### config.mk
export PLATFORM = sky130hd
export DESIGN_NAME = barcode_prefix_matcher
export DESIGN_NICKNAME = d
export VERILOG_FILES = /design/src/rtl/barcode_prefix_matcher.sv
export SDC_FILE = /design/constraint.sdc
export NUM_CORES = 1
export LEC_CHECK = 0
export BUFFER_PORTS_ARGS = -buffer_cell sky130_fd_sc_hd__buf_2
export CORE_MARGIN = 3
export CORE_UTILIZATION = 58
export DETAILED_ROUTE_END_ITERATION = 10
export PLACE_DENSITY = 0.78
export SYNTH_ARGS = -nofsm -noshare
export SYNTH_HDL_FRONTEND = slang
export SYNTH_SLANG_ARGS = --single-unit
### constraint.sdc
create_clock -name clk -period 8.9 [get_ports clk]
set_input_delay 0.445 -clock clk [delete_from_list [all_inputs] [get_ports clk]]
set_output_delay 0.445 -clock clk [all_outputs]
set_load 0.005 [all_outputs]
### src/rtl/barcode_prefix_matcher.sv
// -----------------------------------------------------------------------------
// barcode_prefix_matcher
//   Barcode entry and product-highlight engine for the sale terminal. Keypad
//   digits are collected one at a time. The first digit goes into the most
//   significant slot. After every accepted event the engine registers:
//     - the per-product prefix-match mask,
//     - the match statistics.
//   Backspace removes the last digit and clear discards the whole entry.
//   Priority within one cycle is clear > backspace > digit.
//
//   Optional feature macro: BARCODE_AUTOCOMPLETE_EN
//     When it is defined, an accepted digit that leaves exactly one candidate
//     product loads that product's full barcode and completes the entry.
//
// Ports
//   clk              rising-edge system clock
//   rst_n            asynchronous active-low reset
//   digit_valid_i    digit strobe, one cycle per keypress
//   digit_in_i       digit value, sampled with digit_valid_i
//   backspace_i      remove last digit (pulse)
//   clear_i          discard entry (pulse)
//   highlight_en_i   0 blanks highlight_mask_o (display gating only)
//   barcode_o        entered digits, unentered slots are 0
//   digit_count_o    digits currently entered
//   highlight_mask_o bit i set when product i matches the prefix (gated)
//   match_count_o    popcount of the ungated match mask
//   unique_match_o   exactly one match and at least one digit entered
//   match_index_o    lowest matching product index, 0 when none
//   entry_done_o     entry is complete
//   done_pulse_o     one cycle on entry into COMPLETE
//   err_pulse_o      one cycle when a request is rejected
// -----------------------------------------------------------------------------
module barcode_prefix_matcher #(
  parameter int NUM_PRODUCTS = 12,
  parameter int NUM_DIGITS   = 4,
  parameter int DIGIT_W      = 4,
  parameter int DIGIT_MAX    = 4,
  parameter logic [NUM_PRODUCTS*NUM_DIGITS*DIGIT_W-1:0] PRODUCT_TABLE = {
    16'h1213, 16'h1342, 16'h4321, 16'h3112, 16'h2144, 16'h2134, 16'h3214, 16'h3133,
    16'h3121, 16'h4133, 16'h4132, 16'h3124}
) (
  input  logic                                clk,
  input  logic                                rst_n,
  input  logic                                digit_valid_i,
  input  logic [DIGIT_W-1:0]                  digit_in_i,
  input  logic                                backspace_i,
  input  logic                                clear_i,
  input  logic                                highlight_en_i,
  output logic [NUM_DIGITS*DIGIT_W-1:0]       barcode_o,
  output logic [$clog2(NUM_DIGITS+1)-1:0]     digit_count_o,
  output logic [NUM_PRODUCTS-1:0]             highlight_mask_o,
  output logic [$clog2(NUM_PRODUCTS+1)-1:0]   match_count_o,
  output logic                                unique_match_o,
  output logic [$clog2(NUM_PRODUCTS)-1:0]     match_index_o,
  output logic                                entry_done_o,
  output logic                                done_pulse_o,
  output logic                                err_pulse_o
);

  localparam int PW    = NUM_DIGITS * DIGIT_W;
  localparam int CNT_W = $clog2(NUM_DIGITS + 1);
  localparam int MC_W  = $clog2(NUM_PRODUCTS + 1);
  localparam int IDX_W = $clog2(NUM_PRODUCTS);

  typedef enum logic {ST_ENTRY = 1'b0, ST_COMPLETE = 1'b1} state_t;

  state_t              state_q, state_d;
  logic [PW-1:0]       barcode_q, barcode_d;
  logic [CNT_W-1:0]    count_q, count_d;
  logic [NUM_PRODUCTS-1:0] mask_q, mask_d;
  logic [MC_W-1:0]     mc_q, mc_d;
  logic [IDX_W-1:0]    idx_q, idx_d;
  logic                unique_q, unique_d;
  logic                done_q, done_d;
  logic                err_q, err_d;

  logic [PW-1:0]           cand_code;
  logic [NUM_PRODUCTS-1:0] cand_mask;
  logic [PW-1:0]           bs_code;
  logic                    digit_legal;
`ifdef BARCODE_AUTOCOMPLETE_EN
  logic [PW-1:0]           full_code;
`endif

  // Product p matches when its top cnt digits equal the top cnt digits of code.
  function automatic logic [NUM_PRODUCTS-1:0] prefix_mask(input logic [PW-1:0] code,
                                                          input logic [CNT_W-1:0] cnt);
    logic [NUM_PRODUCTS-1:0] m;
    logic [PW-1:0] prod;
    m = {NUM_PRODUCTS{1'b1}};
    for (int p = 0; p < NUM_PRODUCTS; p++) begin
      prod = PRODUCT_TABLE[p*PW +: PW];
      for (int d = 0; d < NUM_DIGITS; d++) begin
        m[p] = m[p] & ((d >= int'(cnt)) ||
               (prod[(NUM_DIGITS-1-d)*DIGIT_W +: DIGIT_W] == code[(NUM_DIGITS-1-d)*DIGIT_W +: DIGIT_W]));
      end
    end
    return m;
  endfunction

  function automatic logic [MC_W-1:0] popcount(input logic [NUM_PRODUCTS-1:0] m);
    logic [MC_W-1:0] c;
    c = {MC_W{1'b0}};
    for (int p = 0; p < NUM_PRODUCTS; p++) c = c + MC_W'(m[p]);
    return c;
  endfunction

  // Scan from the top so the lowest set bit wins.
  function automatic logic [IDX_W-1:0] lowest_index(input logic [NUM_PRODUCTS-1:0] m);
    logic [IDX_W-1:0] ix;
    ix = {IDX_W{1'b0}};
    for (int p = NUM_PRODUCTS-1; p >= 0; p--) ix = m[p] ? IDX_W'(p) : ix;
    return ix;
  endfunction

  // Candidate entries for a digit append and for a backspace.
  always_comb begin
    digit_legal = (digit_in_i >= DIGIT_W'(1)) && (digit_in_i <= DIGIT_W'(DIGIT_MAX));
    cand_code   = barcode_q;
    bs_code     = barcode_q;
    for (int d = 0; d < NUM_DIGITS; d++) begin
      cand_code[(NUM_DIGITS-1-d)*DIGIT_W +: DIGIT_W] = (d == int'(count_q)) ? digit_in_i
                                                      : barcode_q[(NUM_DIGITS-1-d)*DIGIT_W +: DIGIT_W];
      bs_code[(NUM_DIGITS-1-d)*DIGIT_W +: DIGIT_W]   = (d == int'(count_q) - 1) ? {DIGIT_W{1'b0}}
                                                      : barcode_q[(NUM_DIGITS-1-d)*DIGIT_W +: DIGIT_W];
    end
    cand_mask = prefix_mask(cand_code, count_q + CNT_W'(1));
`ifdef BARCODE_AUTOCOMPLETE_EN
    // Only used when exactly one bit of cand_mask is set, so OR-ing is a select.
    full_code = {PW{1'b0}};
    for (int p = 0; p < NUM_PRODUCTS; p++) begin
      full_code = full_code | (PRODUCT_TABLE[p*PW +: PW] & {PW{cand_mask[p]}});
    end
`endif
  end

  // Next-state: request arbitration, entry update and registered-output values.
  always_comb begin
    state_d   = state_q;
    barcode_d = barcode_q;
    count_d   = count_q;
    err_d     = 1'b0;
    done_d    = 1'b0;
    if (clear_i) begin
      state_d   = ST_ENTRY;
      barcode_d = {PW{1'b0}};
      count_d   = {CNT_W{1'b0}};
    end else if (backspace_i) begin
      if (count_q == {CNT_W{1'b0}}) begin
        err_d = 1'b1;
      end else begin
        state_d   = ST_ENTRY;
        barcode_d = bs_code;
        count_d   = count_q - CNT_W'(1);
      end
    end else if (digit_valid_i) begin
      case (state_q)
        ST_ENTRY: begin
          if (!digit_legal || (cand_mask == {NUM_PRODUCTS{1'b0}})) begin
            err_d = 1'b1;
          end else begin
            barcode_d = cand_code;
            count_d   = count_q + CNT_W'(1);
            if (count_d == CNT_W'(NUM_DIGITS)) begin
              state_d = ST_COMPLETE;
              done_d  = 1'b1;
`ifdef BARCODE_AUTOCOMPLETE_EN
            end else if (popcount(cand_mask) == MC_W'(1)) begin
              barcode_d = full_code;
              count_d   = CNT_W'(NUM_DIGITS);
              state_d   = ST_COMPLETE;
              done_d    = 1'b1;
`endif
            end else begin
              state_d = ST_ENTRY;
            end
          end
        end
        ST_COMPLETE: err_d = 1'b1;
        default: begin
          state_d   = ST_ENTRY;
          barcode_d = {PW{1'b0}};
          count_d   = {CNT_W{1'b0}};
        end
      endcase
    end else begin
      state_d = state_q;
    end
    mask_d   = prefix_mask(barcode_d, count_d);
    mc_d     = popcount(mask_d);
    idx_d    = lowest_index(mask_d);
    unique_d = (mc_d == MC_W'(1)) && (count_d != {CNT_W{1'b0}});
  end

  // State and registered outputs.
  always_ff @(posedge clk or negedge rst_n) begin
    if (!rst_n) begin
      state_q   <= ST_ENTRY;
      barcode_q <= {PW{1'b0}};
      count_q   <= {CNT_W{1'b0}};
      mask_q    <= {NUM_PRODUCTS{1'b1}};
      mc_q      <= MC_W'(NUM_PRODUCTS);
      idx_q     <= {IDX_W{1'b0}};
      unique_q  <= 1'b0;
      done_q    <= 1'b0;
      err_q     <= 1'b0;
    end else begin
      state_q   <= state_d;
      barcode_q <= barcode_d;
      count_q   <= count_d;
      mask_q    <= mask_d;
      mc_q      <= mc_d;
      idx_q     <= idx_d;
      unique_q  <= unique_d;
      done_q    <= done_d;
      err_q     <= err_d;
    end
  end

  assign barcode_o        = barcode_q;
  assign digit_count_o    = count_q;
  // Display gate applied to the registered mask, so blanking takes effect
  // without disturbing the match state or statistics.
  assign highlight_mask_o = mask_q & {NUM_PRODUCTS{highlight_en_i}};
  assign match_count_o    = mc_q;
  assign unique_match_o   = unique_q;
  assign match_index_o    = idx_q;
  assign entry_done_o     = (state_q == ST_COMPLETE);
  assign done_pulse_o     = done_q;
  assign err_pulse_o      = err_q;

endmodule

==> Implementation_results.wiki <==
{| class="wikitable"
! Metric !! Value
|-
| Worst hold slack || ~270 ps
|-
| Most frequent cell after synthesis || inv_1
|-
| Post-synthesis instance total || 416
|-
| Count of fill cells added during filler insertion || approximately 500
|-
| Routability Congestion || approximately 0.93
|-
| Initial core utilization || between 60% and 70%
|-
| Area of the core region || 5991 µm²
|-
| FF+latch count, synth || 43
|-
| Number of sinks on the clock net || 43
|-
| Required time of the critical path || between 9000 and 10000 ps
|-
| Min-Delay Path Class || in -> async
|-
| Commonest register cell after synthesis || dfrtp_1
|-
| Number of port buffers || 52
|-
| Final count of negative-setup-slack endpoints || 0
|-
| Setup repair after global routing missed its margin || false
|-
| Max-slew violation total from the final report || 0
|-
| Hold-fix buffer count after cts || 0
|-
| Width of the die || between 80 and 90 µm
|-
| Post-detailed-route wirelength per cell || 19.75 µm
|-
| Data arrival time of the worst path || ~8400 ps
|-
| Most repeated library cell on the critical path || fa_1
|-
| Clock edge transition at the registers on the reported setup and hold paths || around 90 ps
|-
| Kind of cell with the highest combined delay on the critical path || adder cells
|-
| Crit Reg-Reg Startpoint || digit_count_o[0]
|-
| Buffer cell driving the clock tree root || clkbuf_8
|-
| Total via count after detailed routing || 3498
|-
| Share of Yosys cell area claimed by the top area cell type || approximately 20%
|-
| Slew HR || a little over a third
|-
| Most used standard cells in the synthesized netlist || inv_1, nor2_1, dfrtp_1, nand2_1, o21ai_0
|-
| Total of warnings raised by yosys || 0
|-
| Ports placed on the boundary || 53
|-
| Count of different cell masters after synthesis || between 80 and 90
|-
| Upper clock frequency limit || ~120 MHz
|-
| Launching element type of the critical path || register
|-
| Top fanout value on the critical path || 18
|-
| Maximum root-to-sink buffer count || 2
|-
| Count of nets after finishing || ~490
|-
| Library cell contributing the largest single delay on the critical path || nor4_4
|-
| Vertical die dimension || 84.95 µm
|-
| Least-Margin Pin Slew || between 900 and 1000 ps
|-
| H-tree depth || 2
|-
| Dominant cells by area after synthesis || dfrtp_1, dfstp_2, ha_1, fa_1, inv_1
|-
| DRC viols || 0
|-
| Worst Path Buf+Inv || 4
|-
| All-Layer GR Usage || between 30% and 40%
|-
| Number of post-CTS setup repair buffers || 0
|-
| Number of antenna violations at the first check in global routing || 0
|-
| Largest incremental delay on the critical path || between 700 and 800 ps
|-
| Worst Path Class, Setup || reg -> reg
|-
| Number of buffers inserted during clock tree synthesis || 5
|-
| Clock latency reported for the late side of the worst-skew pair || around 300 ps
|-
| Outcome || finished, final reports clean
|-
| Synth Net Count || about 450
|-
| Setup TNS after final layout || 0 ps
|-
| Async set or reset register ratio after synthesis || 100.0%
|-
| Part of the Yosys area used for sequential elements || roughly 30%
|-
| Die Area || roughly 7200 µm²
|-
| Number of global-route vias before repair || roughly 3600
|-
| Via density per instance || 6.551
|-
| Antenna cells || 0
|-
| Wire length of the first global-routing pass || ~18000 µm
|-
| Share of final-layout standard cells stronger than drive strength 1 || a little under a quarter
|-
| Worst Setup End Kind || register
|-
| Largest net degree at the start of global routing || 44
|-
| Drt total wl || 10550 µm
|-
| Growth of design area from synthesis to finish || 9.900%
|-
| Count of endpoints failing hold in the final timing report || 0
|-
| Detailed placement HPWL || 8018 µm
|-
| Syn Area/Cell || 8.689 µm²
|-
| Count of instances resized after the clock tree is built || 0
|-
| Ordered cell list for the critical path || inv_1 > ha_1 > nand2b_1 > mux2i_1 > o21ai_0 > o211a_1 > o22a_1 > nor4_4 > o21ai_0 > o221ai_1 > o2111a_1 > o221ai_1 > nor2_1 > fa_1 > inv_1 > fa_1 > fa_1 > fa_1 > inv_1 > ha_1 > inv_1 > fa_1 > xnor2_1 > nor4_1
|-
| Cell area after synthesis || 3615 µm²
|-
| Number of flops mapped to enable cells by yosys || 0
|-
| Total area of multi-input combinational cells || 2277 µm²
|-
| Largest area contributor in the synthesized netlist || dfrtp_1
|-
| Launching instance or port of the critical path || digit_count_o[0]
|-
| Drt first pass iters || 7
|-
| Worst-case clock skew || around 15 ps
|-
| Area used by sequential logic in the layout || between 1000 and 1500 µm²
|-
| Initial detailed-routing violation count || about 340
|-
| CTS tree || yes
|-
| Row cnt || 28
|-
| Maximum capacitance violations || 0
|-
| Final period demand of the worst path || between 8000 and 9000 ps
|-
| Remaining global-route overflow || 0
|-
| Final antenna-violating net count || 0
|-
| Final worst path period share || between 90 and 100%
|}
[kinds of logic after synthesis]
| logic type | count (synthesis) | synth area share [%] |
|---|---|---|
| buf+inv | 57 | 6.750 |
| flops | 43 | 30.25 |
| xor+xnor | 4 | 0.9694 |
| mux | 12 | 3.738 |
| fa+ha+maj | 19 | 8.030 |
| simple gates | 161 | 25.37 |
| compound gates | 120 | 24.89 |
[placed cells by master (no fill, tap or decap), types with 9 or more instances in the layout]
cell type / count
dfrtp_1: 29
a21oi_1: 15
a31oi_1: 9
nor3_1: 12
inv_1: 36
dfstp_2: 14
nand2_1: 29
o21ai_0: 20
and2_1: 17
nor2_1: 33
ha_1: 12
nor2b_1: 10
buf_2: 52
[worst paths after layout]
kind                               endpoint  slack (ps)  cells past startpoint
min in group clk               barcode_o[9]         510                      2
max                          unique_match_o         720                     24
min reg2reg                    barcode_o[7]         660                      2
min                            entry_done_o         270                      1
max reg2reg                  unique_match_o         720                     24
max in group asynchronous  match_index_o[0]        8000                      1
[registers in the layout, indices dropped and copies added (netlist names)]
| register | count |
|---|---|
| barcode_o | 16 |
| digit_count_o | 3 |
| done_pulse_o | 1 |
| entry_done_o | 1 |
| err_pulse_o | 1 |
| mask_q | 12 |
| match_count_o | 4 |
| match_index_o | 4 |
| unique_match_o | 1 |
[area by class of cell]
cell class | instances | area share, %
inverters | 40 | 3.906
repair buffers | 52 | 6.551
clock buffers | 5 | 1.732
clock inverters | 3 | 0.5984
flip-flops and latches | 43 | 27.53
multi-input cells | 316 | 57.32
well taps | 75 | 2.362
[metrics by stage]
stage	worst slack [ps]	cell area, µm²	std cells	utilization (%)
floorplan	2183	3615	416	-
global placement	1143	3880	526	64.77
detailed placement	925.0	3880	526	64.77
CTS	881.9	3973	534	66.31
global route	133.7	3973	534	66.31
finish	721.6	3973	534	66.31
[routing by layer]
layer	wire length, µm	vias to the layer above	global-route usage [%]
met5	0	-	0
met3	882	25	4.951
met1	4644	1659	43.80
met4	236	0	10.22
met2	4783	205	46.75
li1	-	1609	-
Power is not shown: default switching activity piles up to over one toggle a cycle in this logic, so the estimate is an artifact.
